$ cat src/rtl/counter_run_arbiter.sv
// Two-requester arbiter that grants a shared up/down counter for a single run.
// A run counts from 0 up to lim, or from lim down to 0. Requesters are served round-robin.
module counter_run_arbiter #(
    parameter int WIDTH = 4
) (
    input  logic             clk,
    input  logic             rst,
    input  logic             req0,
    input  logic             dir0,
    input  logic [WIDTH-1:0] lim0,
    input  logic             req1,
    input  logic             dir1,
    input  logic [WIDTH-1:0] lim1,
    output logic [1:0]       grant,
    output logic             busy,
    output logic [WIDTH-1:0] q,
    output logic             done,
    output logic             done_id
);

    typedef enum logic [1:0] {IDLE, RUN, DONE} state_t;

    localparam logic [WIDTH-1:0] ONE = {{(WIDTH-1){1'b0}}, 1'b1};

    state_t           state_q, state_d;
    logic [WIDTH-1:0] cnt_q, cnt_d;
    logic [WIDTH-1:0] lim_q, lim_d;
    logic             dir_q, dir_d;
    logic             owner_q, owner_d;
    logic             ptr_q, ptr_d;
    logic             done_id_q, done_id_d;
    logic [1:0]       grant_q, grant_d;
    logic             winner;
    logic             owner_req;
    logic [WIDTH-1:0] target;

    // ptr_q holds the index served last; on a tie the other requester wins.
    assign winner    = (req0 && req1) ? ~ptr_q : req1;
    assign owner_req = owner_q ? req1 : req0;
    assign target    = dir_q ? lim_q : '0;

    always_comb begin
        state_d   = state_q;
        cnt_d     = cnt_q;
        lim_d     = lim_q;
        dir_d     = dir_q;
        owner_d   = owner_q;
        ptr_d     = ptr_q;
        done_id_d = done_id_q;
        grant_d   = grant_q;
        case (state_q)
            IDLE: begin
                if (req0 || req1) begin
                    state_d = RUN;
                    owner_d = winner;
                    grant_d = winner ? 2'b10 : 2'b01;
                    dir_d   = winner ? dir1 : dir0;
                    lim_d   = winner ? lim1 : lim0;
                    cnt_d   = (winner ? dir1 : dir0) ? '0 : (winner ? lim1 : lim0);
                end
            end
            RUN: begin
                if (!owner_req) begin
                    state_d = IDLE;
                    grant_d = 2'b00;
                    ptr_d   = owner_q;
                end else if (cnt_q == target) begin
                    state_d   = DONE;
                    grant_d   = 2'b00;
                    ptr_d     = owner_q;
                    done_id_d = owner_q;
                end else begin
                    cnt_d = dir_q ? (cnt_q + ONE) : (cnt_q - ONE);
                end
            end
            DONE:    state_d = IDLE;
            default: state_d = IDLE;
        endcase
    end

    always_ff @(posedge clk or negedge rst) begin
        if (!rst) begin
            state_q   <= IDLE;
            cnt_q     <= '0;
            lim_q     <= '0;
            dir_q     <= 1'b0;
            owner_q   <= 1'b0;
            ptr_q     <= 1'b1;
            done_id_q <= 1'b0;
            grant_q   <= 2'b00;
        end else begin
            state_q   <= state_d;
            cnt_q     <= cnt_d;
            lim_q     <= lim_d;
            dir_q     <= dir_d;
            owner_q   <= owner_d;
            ptr_q     <= ptr_d;
            done_id_q <= done_id_d;
            grant_q   <= grant_d;
        end
    end

    assign grant   = grant_q;
    assign busy    = (state_q == RUN);
    assign done    = (state_q == DONE);
    assign q       = cnt_q;
    assign done_id = done_id_q;

endmodule

$ cat config.mk
export PLATFORM = sky130hd
export DESIGN_NAME = counter_run_arbiter
export DESIGN_NICKNAME = d
export VERILOG_FILES = /design/src/rtl/counter_run_arbiter.sv
export SDC_FILE = /design/constraint.sdc
export NUM_CORES = 1
export LEC_CHECK = 0
export CAP_MARGIN = 10
export CORE_MARGIN = 2
export CORE_UTILIZATION = 53
export CTS_CLUSTER_SIZE = 10
export DETAILED_ROUTE_END_ITERATION = 8
export PLACE_DENSITY = 0.93
export RECOVER_POWER = 25
export SLEW_MARGIN = 30
export SYNTH_ARGS = -nofsm -noshare
export SYNTH_HDL_FRONTEND = slang
export SYNTH_SLANG_ARGS = --single-unit
$ cat constraint.sdc
create_clock -name clk -period 4.8 [get_ports clk]
set_input_delay 0.96 -clock clk [delete_from_list [all_inputs] [get_ports clk]]
set_output_delay 0.96 -clock clk [all_outputs]
set_load 0.01 [all_outputs]
==> results of run 1 <==
report_power, final:
group | leakage (nW) | internal, mW | switching [mW]
Clock | 0.0210 | 0.0461 | 0.0429
Sequential | 0.195 | 0.201 | 0.0945
Combinational | 0.332 | 0.260 | 0.230
flip-flops by register name, indices dropped and copies added, names as in the netlist:
register,flops
lim_q,4
grant,2
state_q,2
q,4
owner_q,1
dir_q,1
ptr_q,1
done_id,1
routing by layer:
layer | track usage (%) | vias up | part of all wire [%]
li1 | - | 449 | -
met1 | 29.2 | 441 | 44
met2 | 36.8 | 50 | 47
met3 | 2.47 | 8 | 5.8
met4 | 11.4 | 0 | 3.0
met5 | 0 | - | 0
critical path: cells and delay by family (launching register included):
kind | cells | cell delay, ps
DFF | 1 | 420
buffers and inverters | 3 | 870
and+or+nand+nor | 1 | 160
through the flow:
| step | setup slack, ps | power (mW) |
|---|---|---|
| after global routing | 1980 | 0.943 |
| final | 2100 | 0.875 |
| after CTS | 2110 | 0.874 |
| after global placement | 1900 | 0.751 |
| after floorplan | 2800 | 0.623 |
| after detailed placement | 1850 | 0.783 |
final timing paths:
path / cells after the start / endpoint / slack, ps / from
max: 4 / busy / 2100 / state_q[1]$_DFFE_PN0P_
min in group asynchronous: 1 / lim_q[0]$_DFFE_PN0P_ / 1170 / rst
max reg2reg: 7 / q[3]$_DFFE_PN0P_ / 2760 / dir_q$_DFFE_PN0P_
min: 2 / ptr_q$_DFFE_PN1P_ / 530 / ptr_q$_DFFE_PN1P_
max in group asynchronous: 1 / q[1]$_DFFE_PN0P_ / 3170 / rst
min reg2reg: 2 / ptr_q$_DFFE_PN1P_ / 530 / ptr_q$_DFFE_PN1P_
logic make-up after synthesis:
group	after synthesis	synth area share, %
AO/OA/AOI/OAI	34	23.1
XOR/XNOR	4	3.37
adder cells (fa/ha/maj)	3	4.33
buffers and inverters	12	5.17
flip-flops	16	38.6
multiplexers	8	9.13
AND/OR/NAND/NOR	31	16.3
area by class of cell:
cell class	instances	area (um^2)
Clock buffer	4	36.3
Fill cell	151	587
Inverter	8	30.0
Multi-Input combinational cell	80	586
Sequential cell	16	402
Tap cell	27	33.8
Timing Repair Buffer	23	228
layout by cell type, fill, tap and decap left out, types with 2 or more instances in the layout:
cell              n
mux2_4            3
nor2_1            4
o21ai_0           6
inv_1             7
ha_1              2
nand2_1           7
dfrtp_1          15
a311oi_1          3
o22ai_1           4
o21a_1            2
nor3_1            4
nand3_1           4
a21oi_1           9
xnor2_1           2
nor3b_1           3
clkdlybuf4s50_1  21
nand4b_1          2
clkbuf_4          3
mux2i_1           5
xor2_1            2
==> out/qor.yml, run 1 <==
grt-ovfl-total: 0
fin_crit_sh_pct: 56.3
first_pass_iters: 4
die_y_um: 48.3
synthTopCellsByCount: "dfrtp_1, a21oi_1, inv_1, nand2_1, o21ai_0"
h-tree-depth: 1
status: "completed"
ys_types: 41
n_antenna_cell: 0
routed_wl_mm: 2.40
maxCapViolCount: 0
finalSetupViolations: 0
placed_cell_area_um2: 1280
synth_seq_cells: 16
fin_cells: 158
drtAntennaViolNets: 0
post-route-util_pct: 69.1
hold_viol: 0
max_freq_ghz: 0.370
gp_congestion: 0.843
root_buffer: "clkbuf_4"
vias_per_cell: 6.00
cp_slowest_cell: "clkdlybuf4s50_1"
max_stage_delay_ps: 540
slew_viol_final: 0
synth_top_area_share_pct: 36.1
tritoncts: "built"
grtUsageTotal_pct: 22.3
cts_num_sinks: 16
postCtsHoldBufs: 0
start_util_pct: 54.7
cp_data_required_time_ps: 3840
fin_skew_ps: 1.70
numCtsBuffers: 3
p_leak_nw: 0.547
end_kind: "primary output"
ys_async_sr_fraction_pct: 100
area_delta_synth_final_pct: 26.3
core_area_um2: 1900
placed_cells: 154
fp.dieW_um: 48.3
final.setup.tns_ps: 0
num_rows: 16
yosysSeqAreaShare_pct: 38.6
die_area_um2: 2330
syn_inst: 108
via_count: 948
layout_min_cycle_time_ps: 2700
worst_pin_slew_ps: 762
worstPathCellList: "inv_1 > nand2_2 > clkinv_1 > clkdlybuf4s50_1"
yosysTopAreaCell: "dfrtp_1"
synth_warnings: 0
syn-num-nets: 125
grt_max_degree: 17
drtIter0Drc: 32
wl_per_cell_um: 15.2
rsz0062_at_grt: "no"
drive_gt1_share_pct: 10.7
antenna_found_initial: 0
synth_edf_count: 0
clockBufferDepth: 2
crit_fanout: 8
arrival_ps: 1740
synthTopCellsByArea: "dfrtp_1, mux2i_1, a21oi_1"
hpwl_mm: 1.87
power_density_nw_per_um2: 665
crit_type: "flop to primary output"
relSlewSlack_pct: 48.9
yosysMostFrequentCell: "dfrtp_1"
syn_area_um2: 1040
port_buffers: 22
insertion_delay_ps: 280
hold_slack_ps: 526
ios: 23
nNetsFinal: 149
ir_drop_uv: 304
cts.repair.resized: 0
synth_area_per_cell_um2: 9.64
fin_area_um2: 1320
start_kind: "flop"
grt_pass1_vias: 892
grt_first_pass_wirelength_mm: 4.09
path_clk_slew_ps: 100
synth-main-ff-cell: "dfrtp_1"
cts_setup_buffers: 0
hp-class: "flop to flop"
drc: 0
No activity file was read; power rests on OpenSTA's default activity.
==> run 2, diff against run 1 <==
CORE_UTILIZATION = 44   (was 53)
PLACE_DENSITY = 0.84   (was 0.93)
clock period = 2.2 ns   (was 4.8 ns; I/O delays follow)
==> run 2 against run 1 <==
Final cell count is 5.1% higher. Register-to-register slack worse by 2400 ps. Critical endpoint unchanged. Clock-buffer cell count stayed put. Via count is 2.5% lower. Core utilization shrank 8.3 points. Sequential share of layout area is 0.98 points lower. Largest power group unchanged. Worst setup slack lost 2000 ps. Clock skew increased by 5.8 ps. Clock power is 81% higher. Non-clock buffer count up 7. Largest cell class unchanged. Hold slack lost 12 ps.
==> out/qor.yml, run 2 (same netlist as run 1, synthesis figures left out) <==
ios: 23  # unchanged
root_buffer: "clkbuf_4"  # unchanged
path_clk_slew_ps: 90  # was 100 ps
max_stage_delay_ps: 540  # about the same
drive_gt1_share_pct: 14.5  # was 10.7%
p_int_mw: 1.12  # was 0.507 mW
fill_cells: 202  # was 151
vias_per_cell: 5.57  # was 6.00
fin_cells: 166  # was 158
max_freq_ghz: 0.476
hp-class: "flop to flop"  # unchanged
crit_fanout: 8  # unchanged
clockPowerShare_pct: 8.5  # was 10.2%
use_met2_pct: 33.1  # was 36.8%
cts_num_sinks: 16  # unchanged
power_frac_seq_pct: 32.3  # was 33.7%
end_kind: "primary output"  # unchanged
fin_crit_sh_pct: 95.4
port_buffers: 22  # unchanged
grt_max_degree: 17  # unchanged
pwr-share-comb_pct: 59.2  # was 56.1%
start_kind: "flop"  # unchanged
rsz0062_at_grt: "no"  # unchanged
rrSetupSlack_ps: 400  # was 2760 ps
grt_use_met1_pct: 22.7  # was 29.2%
finalSetupViolations: 0  # unchanged
switchingPower_mw: 0.786  # was 0.368 mW
core_area_um2: 2230  # was 1900 um^2
antenna_found_initial: 0  # unchanged
wl_per_cell_um: 13.8  # was 15.2 um
drc: 0  # unchanged
area_delta_synth_final_pct: 30.5  # was 26.3%
via_count: 924  # was 948
final-seq-area_um2: 402  # unchanged
clockBufferDepth: 2  # unchanged
p_leak_nw: 0.571  # was 0.547 nW
hpwl_mm: 1.82  # was 1.87 mm
final_common_cell: "clkdlybuf4s50_1"  # unchanged
n_antenna_cell: 0  # unchanged
grt-ovfl-total: 0  # unchanged
p_sw_share_pct: 41.3  # was 42.1%
gp_congestion: 0.825  # was 0.843
numCtsBuffers: 3  # unchanged
cp_slowest_cell: "clkdlybuf4s50_1"  # unchanged
grt_first_pass_wirelength_mm: 3.72  # was 4.09 mm
drtIter0Drc: 24  # was 32
power_density_nw_per_um2: 1400  # was 665 nW/um^2
crit_type: "flop to primary output"  # unchanged
tritoncts: "built"  # unchanged
slew_viol_final: 0  # unchanged
grt_pass1_vias: 858  # was 892
nNetsFinal: 156  # was 149
gr-max-usage-layer: "met2"  # unchanged
ir_drop_uv: 810  # was 304 uV
hold_path_startpoint: "done_id$_DFFE_PN0P_"  # was ptr_q$_DFFE_PN1P_
gr-usage-met3_pct: 1.71  # was 2.47%
fp.dieW_um: 52.6  # was 48.3 um
status: "completed"  # unchanged
maxCapViolCount: 0  # unchanged
layout_common_cells: "clkdlybuf4s50_1, dfrtp_1, a21oi_1"  # unchanged
fin_skew_ps: 7.49  # was 1.70 ps
h-tree-depth: 1  # unchanged
insertion_delay_ps: 280  # about the same
hold_viol: 0  # unchanged
start_util_pct: 46.6  # was 54.7%
layout_min_cycle_time_ps: 2100
routed_wl_mm: 2.29  # was 2.40 mm
num_rows: 17  # was 16
worst_pin_slew_ps: 855  # was 762 ps
grtUsageTotal_pct: 18.8  # was 22.3%
startpoint: "state_q[1]$_DFFE_PN0P_"  # unchanged
relSlewSlack_pct: 43.0  # was 48.9%
die_area_um2: 2770  # was 2330 um^2
first_pass_iters: 4  # unchanged
arrival_ps: 1660  # was 1740 ps
placed_cells: 161  # was 154
die_y_um: 52.6  # was 48.3 um
multi_input_area_um2: 586  # unchanged
drtAntennaViolNets: 0  # unchanged
cp_data_required_time_ps: 1760  # was 3840 ps
final.setup.tns_ps: 0  # unchanged
reg2reg_from: "q[1]$_DFFE_PN0P_"  # was dir_q$_DFFE_PN0P_
worstPathCellList: "inv_1 > nand2_2 > clkinvlp_4 > clkdlybuf4s50_1"  # was inv_1 > nand2_2 > clkinv_1 > clkdlybuf4s50_1
## run 2: changes by cell type in the layout (fill, tap and decap cells not counted), sizes merged
cell / before / now
buf: 1 / 7
clkinvlp: 0 / 1
clkinv: 1 / 0
clkbuf: 4 / 5
## run 2: final cells by class
class	count	share of cell area, %
well taps	28	2.58
inverters	8	2.49
clock buffers	4	1.93
multi-input cells	80	43.1
repair buffers	30	20.3
flip-flops and latches	16	29.6
## run 2: metrics by stage
step           hold slack (ps)  power (mW)  setup WS [ps]  util (%)  area (um^2)
6_report                   514        1.90            101      60.8         1360
5_1_grt                    536        2.07           32.6      60.8         1360
4_1_cts                    461        1.89           6.47      60.5         1350
3_5_place_dp               499        1.73           83.8      59.3         1330
3_3_place_gp               483        1.68            121      59.3         1330
2_1_floorplan              144        1.36            459         -         1040
## run 2: power groups by stage
stage / sequential [mW] / combinational [mW] / clock (mW)
2_1_floorplan: 0.598 / 0.761 / 0
3_3_place_gp: 0.610 / 1.07 / 0
3_5_place_dp: 0.620 / 1.11 / 0
4_1_cts: 0.613 / 1.11 / 0.167
5_1_grt: 0.637 / 1.25 / 0.177
6_report: 0.615 / 1.13 / 0.161
## run 2: what timing repair did
item,4_1_cts,5_1_grt
endpoints found under the hold margin,0,0
setup endpoints to repair,0,1
setup buffers,0,1
gates resized for setup,0,1
hold buffers,0,0
## run 2: routing by layer
layer  part of all wire, %  vias up
li1                      -      461
met1                    46      436
met2                    48       23
met3                   4.1        4
met4                   1.6        0
met5                     0        -
## run 2: worst paths after layout
check                                         endpoint  cells past startpoint
worst max-delay path                              busy                      4
worst min-delay path               done_id$_DFFE_PN0P_                      1
worst max register to register        q[3]$_DFFE_PN0P_                      6
worst min register to register     done_id$_DFFE_PN0P_                      1
max in group asynchronous       state_q[1]$_DFFE_PN0P_                      2
min in group asynchronous             q[1]$_DFFE_PN0P_                      2
## run 2: critical path, delay by kind of cell, from the launching register on
kind | cells | cell delay (ps)
AND/OR/NAND/NOR | 1 | 140
buffers and inverters | 3 | 810
flip-flops | 1 | 430
==> run 3, diff against run 2 <==
SLEW_MARGIN = 10   (was 30)
==> results of run 3 <==
No change in the layout: final DEF, timing and power equal those of run 2.
